==> src/rtl/softmax_pkg.sv <==
// Shared types, limits and the saturating subtract used by the softmax front end.
package softmax_pkg;

    localparam int LOGIT_W  = 17;   // Q5.11 signed logit
    localparam int VEC_SIZE = 5;    // elements per softmax vector

    typedef logic signed [LOGIT_W-1:0] logit_t;
    typedef logit_t logit_vec_t [1:VEC_SIZE];

    localparam logit_t LOGIT_MIN = {1'b1, {(LOGIT_W-1){1'b0}}};
    localparam logit_t LOGIT_MAX = {1'b0, {(LOGIT_W-1){1'b1}}};

    typedef enum logic {
        ST_COLLECT = 1'b0,
        ST_PENDING = 1'b1
    } loader_state_t;

    // a - b evaluated one bit wider, then clamped back into the logit range.
    // Overflow shows up as the two top bits of the wide result disagreeing.
    function automatic logit_t sat_sub(input logit_t a, input logit_t b);
        logic signed [LOGIT_W:0] diff;
        diff = {a[LOGIT_W-1], a} - {b[LOGIT_W-1], b};
        if (diff[LOGIT_W] != diff[LOGIT_W-1]) begin
            return diff[LOGIT_W] ? LOGIT_MIN : LOGIT_MAX;
        end
        return diff[LOGIT_W-1:0];
    endfunction

endpackage

==> src/rtl/softmax_input_loader_max.sv <==
// Running signed maximum of the elements accepted into the current vector.
// max_next_o already includes the element being accepted this cycle.
module vec_max_tracker
    import softmax_pkg::*;
(
    input  logic   clk,
    input  logic   rst,
    input  logic   clr_i,
    input  logic   upd_i,
    input  logit_t din_i,
    output logit_t max_next_o
);

    logit_t max_q;

    assign max_next_o = (upd_i && (din_i > max_q)) ? din_i : max_q;

    // Clear wins over update: a completing vector hands max_next_o to the
    // output stage and the tracker restarts for the next vector.
    always_ff @(posedge clk or posedge rst) begin
        if (rst) begin
            max_q <= LOGIT_MIN;
        end else if (clr_i) begin
            max_q <= LOGIT_MIN;
        end else if (upd_i) begin
            max_q <= max_next_o;
        end
    end

endmodule

==> src/rtl/softmax_input_loader.sv <==
// Collects scalar logits into a vector, subtracts the vector max and presents
// the result in parallel. One vector can be held complete (pending) in the
// bank while the previous one still waits in the output register.
module softmax_input_loader
    import softmax_pkg::*;
#(
    parameter int SIZE    = VEC_SIZE,
    parameter int W       = LOGIT_W,
    parameter int PAD_VAL = -65536
) (
    input  logic         clk,
    input  logic         rst,
    input  logic         in_valid,
    output logic         in_ready,
    input  logic [W-1:0] in_data,
    input  logic         in_last,
    output logic         out_valid,
    input  logic         out_ready,
    output logic [W-1:0] out_x [1:SIZE],
    output logic         err_last
);

    localparam int     CNT_W = $clog2(SIZE);
    localparam logit_t PAD   = logit_t'(PAD_VAL);

    loader_state_t state_q, state_d;
    logic [CNT_W-1:0] count_q, count_d;
    logit_t bank_q  [1:SIZE];
    logit_t bank_d  [1:SIZE];
    logit_t out_x_q [1:SIZE];
    logit_t out_x_d [1:SIZE];
    logic   out_valid_q, out_valid_d;
    logic   in_ready_q, in_ready_d;
    logic   err_last_q, err_last_d;
    logit_t max_next;

    logic accept, at_end, complete, slot_free, load;

    assign accept    = in_valid && in_ready_q;
    assign at_end    = (count_q == CNT_W'(SIZE - 1));
    assign complete  = accept && (in_last || at_end);
    assign slot_free = !out_valid_q || out_ready;
    assign load      = slot_free &&
                       ((state_q == ST_COLLECT && complete) || (state_q == ST_PENDING));

    vec_max_tracker u_max (
        .clk        (clk),
        .rst        (rst),
        .clr_i      (load),
        .upd_i      (accept),
        .din_i      (logit_t'(in_data)),
        .max_next_o (max_next)
    );

    // Bank write of the accepted element (plus padding on an early last) and
    // the normalized output image built from that same updated bank.
    always_comb begin
        for (int i = 1; i <= SIZE; i++) begin
            bank_d[i] = bank_q[i];
            if (accept) begin
                if (i == int'(count_q) + 1) begin
                    bank_d[i] = logit_t'(in_data);
                end else if (in_last && i > int'(count_q) + 1) begin
                    bank_d[i] = PAD;
                end
            end
            out_x_d[i] = load ? sat_sub(bank_d[i], max_next) : out_x_q[i];
        end
    end

    // Collect/pending control; in_ready is registered from the next state so
    // it never depends combinationally on out_ready.
    always_comb begin
        state_d     = state_q;
        count_d     = count_q;
        out_valid_d = out_valid_q && !out_ready;
        err_last_d  = complete && at_end && !in_last;
        case (state_q)
            ST_COLLECT: begin
                if (accept) begin
                    if (!complete) begin
                        count_d = count_q + CNT_W'(1);
                    end else if (slot_free) begin
                        count_d = '0;
                    end else begin
                        state_d = ST_PENDING;
                    end
                end
            end
            ST_PENDING: begin
                if (slot_free) begin
                    state_d = ST_COLLECT;
                    count_d = '0;
                end
            end
            default: state_d = ST_COLLECT;
        endcase
        if (load) begin
            out_valid_d = 1'b1;
        end
        in_ready_d = (state_d == ST_COLLECT);
    end

    // State, bank and output registers; reset discards any partial vector.
    always_ff @(posedge clk or posedge rst) begin
        if (rst) begin
            state_q     <= ST_COLLECT;
            count_q     <= '0;
            out_valid_q <= 1'b0;
            in_ready_q  <= 1'b0;
            err_last_q  <= 1'b0;
            for (int i = 1; i <= SIZE; i++) begin
                bank_q[i]  <= '0;
                out_x_q[i] <= '0;
            end
        end else begin
            state_q     <= state_d;
            count_q     <= count_d;
            out_valid_q <= out_valid_d;
            in_ready_q  <= in_ready_d;
            err_last_q  <= err_last_d;
            for (int i = 1; i <= SIZE; i++) begin
                bank_q[i]  <= bank_d[i];
                out_x_q[i] <= out_x_d[i];
            end
        end
    end

    assign in_ready  = in_ready_q;
    assign out_valid = out_valid_q;
    assign err_last  = err_last_q;

    for (genvar gi = 1; gi <= SIZE; gi++) begin : g_out
        assign out_x[gi] = out_x_q[gi];
    end

endmodule

==> config.mk <==
export PLATFORM = sky130hd
export DESIGN_NAME = softmax_input_loader
export DESIGN_NICKNAME = d
export VERILOG_FILES = /design/src/rtl/softmax_pkg.sv /design/src/rtl/softmax_input_loader_max.sv /design/src/rtl/softmax_input_loader.sv
export SDC_FILE = /design/constraint.sdc
export NUM_CORES = 1
export LEC_CHECK = 0
export BUFFER_PORTS_ARGS = -buffer_cell sky130_fd_sc_hd__buf_4
export CORE_ASPECT_RATIO = 1.75
export CORE_MARGIN = 1.5
export CORE_UTILIZATION = 40
export CTS_BUF_LIST = sky130_fd_sc_hd__clkbuf_16
export DETAILED_ROUTE_END_ITERATION = 8
export SETUP_SLACK_MARGIN = 0.15
export SYNTH_ARGS = -nofsm -noshare
export SYNTH_HDL_FRONTEND = slang
export SYNTH_SLANG_ARGS = --single-unit
==> constraint.sdc <==
create_clock -name clk -period 15.3 [get_ports clk]
set_clock_uncertainty 0.1 [all_clocks]
set_input_delay 1.53 -clock clk [delete_from_list [all_inputs] [get_ports clk]]
set_output_delay 1.53 -clock clk [all_outputs]
set_load 0.02 [all_outputs]
==> results.ini <==
[clock_tree]
ctsLongestPathBuffers=2
tritoncts=done
holdBufCountCts=0
clk_latency_ns=0.46
clock-root-buffer=clkbuf_16
ctsHtreeMaxLevel=4
worst_setup_hold_path_clk_slew_ns=0.07
cts.repair_timing.setup_buffer_count=0
cts_made_buffers=17
cells_resized_by_post_cts_repair=0
clock_sinks=194

[place]
placed_area_sq_mm=0.0137
io_buffer_count=109
dp_hpwl_um=29800
routabilityCongestion=0.913

[cells_and_area]
drive_gt1_frac=0.150
num-nets-final=1537
postLayoutCellArea_sq_mm=0.0143
n_antenna_cell=0
syn2layout_area_growth_pct=15.3

[sta]
finalCriticalPeriod_ns=7.89
setup_viol=0
relSlewSlack=0.171
timing_worst_slew_pin_value_ns=1.24
timing_max_transition_violations_final=0
rsz0062_at_grt=false
setup-tns-final_ns=0
post-route-period-util=0.516
final-hold-violation-count=0
maximum_achievable_frequency_ghz=0.127

[worst_setup_path]
cp_cell_sequence=buf_4 > ha_1 > nand2_1 > o21ai_0 > a211oi_2 > a21oi_2 > o21a_1 > nor2_1 > a21oi_1 > inv_1 > fa_1 > nor2b_1 > o21ai_0 > a21oi_1 > o31ai_1 > a21oi_1 > o211ai_1 > a31oi_1 > mux2_2 > a2111oi_4 > maj3_1 > o21ai_0
critPathArrivalTime_ns=8.11
endpoint_kind=register
cp_slowest_cell=o21a_1
worstPathMaxFanout=29
bufs_and_invs_on_worst_path=2
largest_delay_share_family_worst_path=compound AO/OA/AOI/OAI gates
worst_ep_required_time_ns=15.52
worstSetupPathType=in2reg
setup.reg_to_reg.worst_slack_ns=8.27
setup.worst_path.start_class=input port
slowest_delay_ns=0.85

[drt]
routed_wire_length_per_instance_um=22.0
dr_total_vias=10413
drt-pass1-iter-count=5
drc=0
antenna_violating_nets_post_route=0
dr.first_iter.drc_count=561
routed_wl_um=39800
detail_route.vias_per_cell=5.74

[power]
static-leakage-power_nw=6.80
irDropWorstVdd_mv=0.158
total_power_divided_by_cell_area_mw_per_mm2=250

[logic_synthesis]
number_of_enable_flip_flop_cells_after_synthesis=0
postSynth.asyncResetShare=1.00
post_synth_inst_count=1308
syn_nets=1436
number_of_storage_elements_in_the_synthesis_netlist=194
post_synth_num_cell_types=89
synth_seq_area_share=0.391
syn_area_sq_mm=0.0124
synthesis.area_per_instance_sq_um=9.49
synth_flop_cell=dfrtp_1
ys.warnings.count=0

[grt]
grt_max_degree=82
track_usage=0.255
overflow=0
grt_first_pass_wirelength_um=60900
grt_pass1_vias=10250
number_of_antenna_violations_at_the_first_check_in_global_routing=0

[job]
max_cap_violations=0

[floorplan]
die_width_um=136
num_io_pins=110
initial_core_utilization=0.405
core.rowCount=85
die_span_in_y_um=236
design.core.area_sq_mm=0.0306
die_area_sq_mm=0.0321

[status]
run_status=complete, no violations

[min_path]
min_path_type=reg2reg

==> stage by stage <==
stage	hold slack (ns)	power (mW)	worst slack, ns	cells	utilization
final	0.387	3.58	7.41	1813	0.467
after global routing	0.404	3.86	6.79	1813	0.467
after CTS	0.392	3.60	7.45	1813	0.467
after detailed placement	0.376	3.10	6.99	1781	0.448
after global placement	0.370	3.09	7.11	1781	0.448
after floorplan	0.357	2.42	8.39	1308	-
==> worst paths after layout <==
check,start,to,cells past startpoint
worst max-delay path,in_data[4],out_x[1],22
worst min-delay path,out_x[59],out_x[59],2
worst max register to register,u_max.max_q[4],out_x[1],22
worst min register to register,out_x[59],out_x[59],2
max in group asynchronous,rst,out_x[12],3
min in group asynchronous,rst,out_x[62],2
==> report_power, final <==
part,internal [mW],total [mW],leakage (nW),switching [mW]
Combinational,0.942,2.31,4.06,1.37
Sequential,0.701,0.793,2.45,0.0913
Clock,0.259,0.476,0.289,0.218
Total,1.90,3.58,6.80,1.68
==> tightest hold or removal path: stages, from the launching register on <==
cell and delay [ns]:
dfrtp_1 0.35, nand2_1 0.05, o21ai_0 0.06
==> flip-flops by register name (all words and copies together) (netlist names) <==
signal       flops
bank_q          85
count_q          3
err_last         1
in_ready         1
out_valid        1
out_x           85
state_q          1
u_max.max_q     17
==> cell type report <==
type | count | area, sq um
fillers | 3006 | 16300
multi-input cells | 987 | 7060
flip-flops and latches | 194 | 4860
repair buffers | 136 | 1020
well taps | 391 | 489
clock buffers | 17 | 425
inverters | 73 | 282
clock inverters | 15 | 180
==> per-layer routing <==
layer  wire [um]  global-route usage
met4        2180               0.145
met1       15800               0.302
met5           0                   0
met3        1710              0.0337
met2       20100               0.438
==> layout by cell type, fill, tap and decap left out, drive strengths merged, types with 7 or more instances in the layout <==
| cell | synthesis | routed |
|---|---|---|
| a22o | 86 | 86 |
| xnor2 | 40 | 40 |
| and3 | 8 | 8 |
| nand2 | 104 | 104 |
| and2 | 9 | 9 |
| nand2b | 19 | 19 |
| o21a | 9 | 9 |
| a22oi | 16 | 16 |
| or2 | 9 | 9 |
| a221o | 13 | 13 |
| nor2 | 93 | 93 |
| o21bai | 7 | 7 |
| o21ai | 111 | 111 |
| nor3 | 21 | 21 |
| o211ai | 7 | 7 |
| xor2 | 22 | 22 |
| a21boi | 13 | 13 |
| a31oi | 10 | 10 |
| clkbuf | 34 | 17 |
| inv | 72 | 77 |
| o31ai | 9 | 9 |
| a21oi | 86 | 86 |
| nand3 | 28 | 28 |
| ha | 101 | 101 |
| a21o | 30 | 30 |
| dfrtp | 193 | 193 |
| nor2b | 15 | 15 |
| maj3 | 36 | 36 |
| buf | 20 | 136 |
==> cell usage after synthesis, drive strengths merged, types with 19 or more instances <==
library cell / instances / area, sq um
clkbuf: 34 / 129
buf: 20 / 118
nor3: 21 / 105
maj3: 36 / 364
a21o: 30 / 225
a22o: 86 / 753
dfrtp: 193 / 4830
xnor2: 40 / 350
a21oi: 86 / 434
nor2: 93 / 349
nand3: 28 / 140
nand2: 104 / 393
inv: 72 / 270
o21ai: 111 / 559
ha: 101 / 1260
xor2: 22 / 200
nand2b: 19 / 119
==> cells by family after synthesis <==
family,Yosys count,share of synthesized area
and+or+nand+nor,334,0.127
adders and majority gates,142,0.139
buffers and inverters,127,0.0419
xor gates and xnor gates,62,0.0444
muxes,7,0.00655
DFF,194,0.391
AOI/OAI and AO/OA,442,0.249
No activity file was read; power rests on OpenSTA's default activity.
